<file path="src/rtl/crc16_frame_gen.sv">
// ---------------------------------------------------------------------------
// crc16_frame_gen
//
// Transmit-side CRC-16/CCITT frame builder. A 48-bit payload is latched on an
// accepted start, the CRC is folded over its six bytes (MSB byte first,
// bit 7 first within a byte), and a 64-bit frame {payload, crc} is presented
// together with a one-cycle done pulse. The frame is accepted by the matching
// CRC16 frame checker on the bus comparator path.
//
// All state updates on the falling edge of clk; rst is synchronous and
// active-high.
//
// Optional feature (macro CRC16_GEN_BITSERIAL_EN):
//   undefined - byte-wide engine, one byte per edge, done after edge N+7.
//   defined   - bit-serial engine, one bit per edge, done after edge N+49.
//   Both produce identical results.
//
// Ports:
//   clk       in   1   clock, falling-edge active
//   rst       in   1   synchronous active-high reset
//   start     in   1   build request, sampled only in IDLE
//   dataIn    in  48   payload, [47:40] is sent first; latched on accept
//   busy      out  1   frame in progress
//   done      out  1   one-cycle pulse, frameOut/crcValue valid
//   frameOut  out 64   {payload, crc}, held until the next accepted start
//   crcValue  out 16   final CRC, held until the next accepted start
// ---------------------------------------------------------------------------
module crc16_frame_gen #(
  parameter logic [15:0] CRC_POLY = 16'h1021,
  parameter logic [15:0] CRC_INIT = 16'hFFFF
) (
  input  logic        clk,
  input  logic        rst,
  input  logic        start,
  input  logic [47:0] dataIn,
  output logic        busy,
  output logic        done,
  output logic [63:0] frameOut,
  output logic [15:0] crcValue
);

  typedef enum logic [1:0] {
    IDLE   = 2'd0,
    CALC   = 2'd1,
    FINISH = 2'd2
  } state_t;

`ifdef CRC16_GEN_BITSERIAL_EN
  localparam int unsigned    IDX_W    = 6;
  localparam logic [IDX_W-1:0] IDX_LAST = 6'd47;  // bit index of payload MSB
`else
  localparam int unsigned    IDX_W    = 3;
  localparam logic [IDX_W-1:0] IDX_LAST = 3'd5;   // byte index of payload MSB
`endif

  state_t             state;
  logic [47:0]        payload;
  logic [15:0]        crc;
  logic [15:0]        crc_next;
  logic [IDX_W-1:0]   idx;

  // One MSB-first CRC step for a single data bit.
  function automatic logic [15:0] crc_bit(input logic [15:0] c, input logic d);
    logic fb;
    fb = c[15] ^ d;
    return {c[14:0], 1'b0} ^ (fb ? CRC_POLY : 16'h0000);
  endfunction

`ifdef CRC16_GEN_BITSERIAL_EN
  always_comb begin
    crc_next = crc_bit(crc, payload[idx]);
  end
`else
  logic [7:0] cur_byte;

  assign cur_byte = payload[{idx, 3'b000} +: 8];

  // NOTE: combinational blocks use blocking '=' so each unrolled bit step
  // sees the result of the previous one; crc_next is assigned first so no
  // latch can be inferred.
  always_comb begin
    crc_next = crc;
    for (int i = 7; i >= 0; i--) begin
      crc_next = crc_bit(crc_next, cur_byte[i]);
    end
  end
`endif

  // NOTE: sequential state uses non-blocking '<=' so every register samples
  // pre-edge values, independent of statement order.
  always_ff @(negedge clk) begin
    if (rst) begin
      state    <= IDLE;
      busy     <= 1'b0;
      done     <= 1'b0;
      frameOut <= 64'h0;
      crcValue <= 16'h0;
      crc      <= CRC_INIT;
      idx      <= '0;
      payload  <= 48'h0;
    end else begin
      case (state)
        IDLE: begin
          done <= 1'b0;
          if (start) begin
            payload <= dataIn;
            crc     <= CRC_INIT;
            idx     <= IDX_LAST;
            busy    <= 1'b1;
            state   <= CALC;
          end
        end
        CALC: begin
          crc <= crc_next;
          if (idx == '0) begin
            state <= FINISH;
          end else begin
            idx <= idx - 1'b1;
          end
        end
        FINISH: begin
          frameOut <= {payload, crc};
          crcValue <= crc;
          done     <= 1'b1;
          busy     <= 1'b0;
          state    <= IDLE;
        end
        default: begin
          state <= IDLE;
          busy  <= 1'b0;
          done  <= 1'b0;
        end
      endcase
    end
  end

endmodule
</file>
<file path="config.mk">
export PLATFORM = sky130hd
export DESIGN_NAME = crc16_frame_gen
export DESIGN_NICKNAME = d
export VERILOG_FILES = /design/src/rtl/crc16_frame_gen.sv
export SDC_FILE = /design/constraint.sdc
export NUM_CORES = 1
export LEC_CHECK = 0
export ABC_CLOCK_PERIOD_IN_PS = 4000
export CAP_MARGIN = 20
export CELL_PAD_IN_SITES_DETAIL_PLACEMENT = 1
export CELL_PAD_IN_SITES_GLOBAL_PLACEMENT = 2
export CORE_MARGIN = 2
export CORE_UTILIZATION = 31
export CTS_CLUSTER_SIZE = 10
export DETAILED_ROUTE_END_ITERATION = 10
export PLACE_DENSITY = 0.95
export SYNTH_ARGS = -nofsm -noshare
export SYNTH_HDL_FRONTEND = slang
export SYNTH_SLANG_ARGS = --single-unit
</file>
<file path="constraint.sdc">
create_clock -name clk -period 4 [get_ports clk]
set_input_delay 0.4 -clock clk [delete_from_list [all_inputs] [get_ports clk]]
set_output_delay 0.4 -clock clk [all_outputs]
set_load 0.05 [all_outputs]
</file>
# == After elaboration in Yosys (flattened, before gate mapping) ==
# Cells that the tools add are included.
# word_totals
out_inout_bits,82
elab_cells,59
regBits,151
# op_classes
addsub,1
reduce_logical,8
shifts,1
n_eq_ne,5
n_bitwise,17
n_mux,19
# op_table
op,count
XOR 16 x 13 -> 16 bit,8
2-to-1 mux 13 bit,8
variable part select 48 x 7 -> 8 bit,1
one-hot mux 16 bit (2 select lines),1
2-to-1 mux 16 bit,1
AND reduction 2 bit,4
XOR 1 bit,8
2-to-1 mux 3 bit,2
inequality test 2 bit (second input constant),3
one-hot mux 3 bit (2 select lines),1
2-to-1 mux 2 bit,2
one-hot mux 1 bit (2 select lines),2
one-hot mux 2 bit (2 select lines),1
zero test 3 bit,1
AND reduction 3 bit,1
subtractor 3 x 1 -> 3 bit (second input constant),1
equality test 2 x 1 -> 1 bit (second input constant),1
equality test 2 bit (second input constant),1
zero test 2 bit,1
nonzero test 2 bit,1
2-to-1 mux 1 bit,1
inverter 1 bit,1

# == Logic depth before layout (Yosys ltp) ==
# depth
word_depth,26
ltp_mapped,9

==> flow_metrics.tcl <==
set metrics [dict create \
    run_status "finished, final reports clean" \
    cts_max_path_buffers 2 \
    antenna_found_initial 0 \
    fin_tns_setup_ps 0 \
    timing.critical_path.depth 1 \
    via_count_of_the_first_global_routing_pass 5745 \
    ys_dominant_reg_cell "dfxtp_1" \
    clock-sinks 135 \
    synthesized_netlist_cell_count 684 \
    netlist_area_um2 5548 \
    worst_r2r_endpoint "crc[7]$_SDFFE_NP1P_" \
    route.detailed.drc 0 \
    grtUsageMet2 0.2982 \
    num_io_pins 133 \
    areaGrowthSynthToFinish_pct 43.28 \
    commonest_non_fill_non_tap_cell_in_the_layout "nand2_1" \
    place.port_buffers 132 \
    yosys_warnings 0 \
    tritoncts "done" \
    hold_wc_path_type "reg -> reg" \
    average_wire_length_per_cell_after_detail_routing_um 15.27 \
    global_route_wire_length_before_repair_mm 27.68 \
    multi_input_comb_area_um2 2440 \
    nets 964 \
    slew_violations 0 \
    cellLeakagePower_nw 3.946 \
    antenna_left 0 \
    cts.root.buffer_cell "clkbuf_16" \
    timing.clock.skew_ps 18.48 \
    groute.layer.met1.usage 0.2214 \
    cpLargestDelayFamily "buffers and inverters" \
    total_non_filler_cell_area_in_the_finished_layout_um2 7949 \
    syn_nets 737 \
    layout.core_utilization 0.4564 \
    final-hold-violation-count 0 \
    hpwlAfterDp_mm 11.33 \
    placed_cell_area_um2 6864 \
    gp_routability_congestion 0.8036 \
    grt_overflow_total 0 \
    die_width_um 137.8 \
    avgSynthCellArea_um2 8.111 \
    post-layout-total-power_mw 4.255 \
    clock_tree.htree_level_count 4 \
    vias_per_cell 4.718 \
    worst-r2r-setup-slack_ps 1070 \
    crit_arrival_ps 3370 \
    grt_setup_unrepaired "no" \
    number_of_synthesized_flops_with_an_enable_pin 0 \
    ys_ff_latch 135 \
    floorplan.die_area_um2 18980 \
    r2r-start "idx[1]$_SDFFE_NP0P_" \
    detailedRoute.firstPassIterationCount 6 \
    final_cell_mix "225 x nand2_1, 138 x inv_1, 135 x dfxtp_1, 131 x a21oi_1, 57 x dlygate4sd2_1" \
    r2r_cells 6 \
    hold-path-cell-count 2 \
    post-cts-setup-buffer-count 0 \
    critPathMaxStageDelay_ps 550 \
    chipHeight_um 137.8 \
    cts_hold_buffers_added 0 \
    data_required_critical_path_ps 3600 \
    fp-row-count 48 \
    timing.critical_path.slowest_stage_cell "dlygate4sd2_1" \
    yosysSeqAreaShare 0.4871 \
    timing.max_cap.violations 0 \
    initial_core_util 0.3185 \
    crit_path_cell_trace "dlygate4sd2_1" \
    area.sequential_um2 2703 \
    core_region_area_um2 17420 \
    max_vdd_drop_uv 296.0 \
    synth.distinct_cells 28 \
    fillCellCount 2156 \
    grt_start_max_net_pins 67 \
    worst-slew-pin-transition_ps 951.5 \
    path_clk_slew_ps 40 \
    timing.critical_path.from_type "flip-flop" \
    dr_total_vias 5421 \
    cts_made_buffers 17 \
    antenna-diode-count 0 \
    cp-endpoint "frameOut[42]" \
    gr_util_met3 0.08278 \
    end_kind "output pin" \
    initialDrtViolationCount 269 \
    globalRoute.busiestLayer "met2" \
    timing.setup.critical_path_class "reg -> out" \
    globalRouteTotalUtil 0.1907 \
    wirelength_mm 17.55 \
    final_layout_size_suffix_gt1_frac 0.05844 \
    relSlewSlack 0.3648 \
    power.density_cell_area_nw_per_um2 535.3 \
    setup_violations 0 \
    async_sr_flop_fraction 0 \
    clkLatencyLatePin_ps 460 \
    critical_path_buf_inv_count 1 \
    critPathMaxFanout 2 \
    crit_start "frameOut[42]$_SDFFE_NP0P_" \
]
worst register-to-register path, stage by stage, from the launching register on:
cell,delay (ps)
dfxtp_1,940
mux2i_1,400
xor2_1,110
a222oi_1,720
xnor2_1,300
xor2_1,220
a21oi_1,170
power breakdown:
group / internal [mW] / switching, mW / leakage, nW
sequential: 1.43 / 0.0933 / 1.10
clock: 1.16 / 0.996 / 1.01
combinational: 0.228 / 0.344 / 1.83
total: 2.82 / 1.43 / 3.95
layer usage:
layer	share of wire	vias to the layer above
met1	0.44	2595
met4	0.017	0
met3	0.049	27
met2	0.50	134
met5	0	-
li1	-	2665
synthesized netlist by cell type, drive strengths merged, types with 3 or more instances:
cell type / count / area share
buf: 35 / 0.043
xor2: 24 / 0.038
mux2i: 24 / 0.043
inv: 3 / 0.0020
xnor2: 17 / 0.027
dfxtp: 135 / 0.49
nand2b: 4 / 0.0045
nand2: 226 / 0.15
a222oi: 8 / 0.014
nor2: 31 / 0.022
clkbuf: 31 / 0.021
nor2b: 3 / 0.0034
a21oi: 131 / 0.12
stage by stage:
step / worst slack, ps / instances / hold WS (ps)
floorplan: 541.0 / 684 / 444.5
global placement: 343.2 / 983 / 442.9
detailed placement: 289.0 / 983 / 447.5
CTS: 0.9288 / 1149 / 452.1
global route: 177.4 / 1149 / 469.5
finish: 234.1 / 1149 / 448.8
flip-flops by register name, summed over array words and instances (netlist names):
name      count
done          1
frameOut     64
busy          1
payload      48
idx           3
crc          16
state         2
cell families (layout without fill, tap and decap cells):
kind of cell,Yosys count,in the layout,synth area share
AO/OA/AOI/OAI,143,143,0.1385
XOR/XNOR,41,41,0.06473
adder cells (fa/ha/maj),2,2,0.004510
buffers and inverters,72,312,0.07555
flip-flops,135,135,0.4871
multiplexers,24,24,0.04330
AND/OR/NAND/NOR,267,267,0.1863
worst min-delay path by stage:
stage | startpoint | end | slack [ps]
floorplan | payload[11]$_SDFFE_NP0P_ | frameOut[27]$_SDFFE_NP0P_ | 440
global placement | frameOut[48]$_SDFFE_NP0P_ | frameOut[48]$_SDFFE_NP0P_ | 440
detailed placement | frameOut[51]$_SDFFE_NP0P_ | frameOut[51]$_SDFFE_NP0P_ | 450
CTS | frameOut[51]$_SDFFE_NP0P_ | frameOut[51]$_SDFFE_NP0P_ | 450
global route | frameOut[51]$_SDFFE_NP0P_ | frameOut[51]$_SDFFE_NP0P_ | 470
finish | frameOut[16]$_SDFFE_NP0P_ | frameOut[16]$_SDFFE_NP0P_ | 450
what timing repair did:
item / 4_1_cts / 5_1_grt
pin swaps: 0 / 0
endpoints found under the setup margin: 58 / 21
cloned: 0 / 0
gates resized for setup: 57 / 21
final cells by class:
type,count,share of cell area
multi-input combinational,477,0.3069
sequential,135,0.3400
inverter,2,0.0009444
clock inverter,150,0.08579
clock buffer,17,0.05352
tap,225,0.03542
timing repair buffer,143,0.1774
Power figures use the tool's default switching activity.
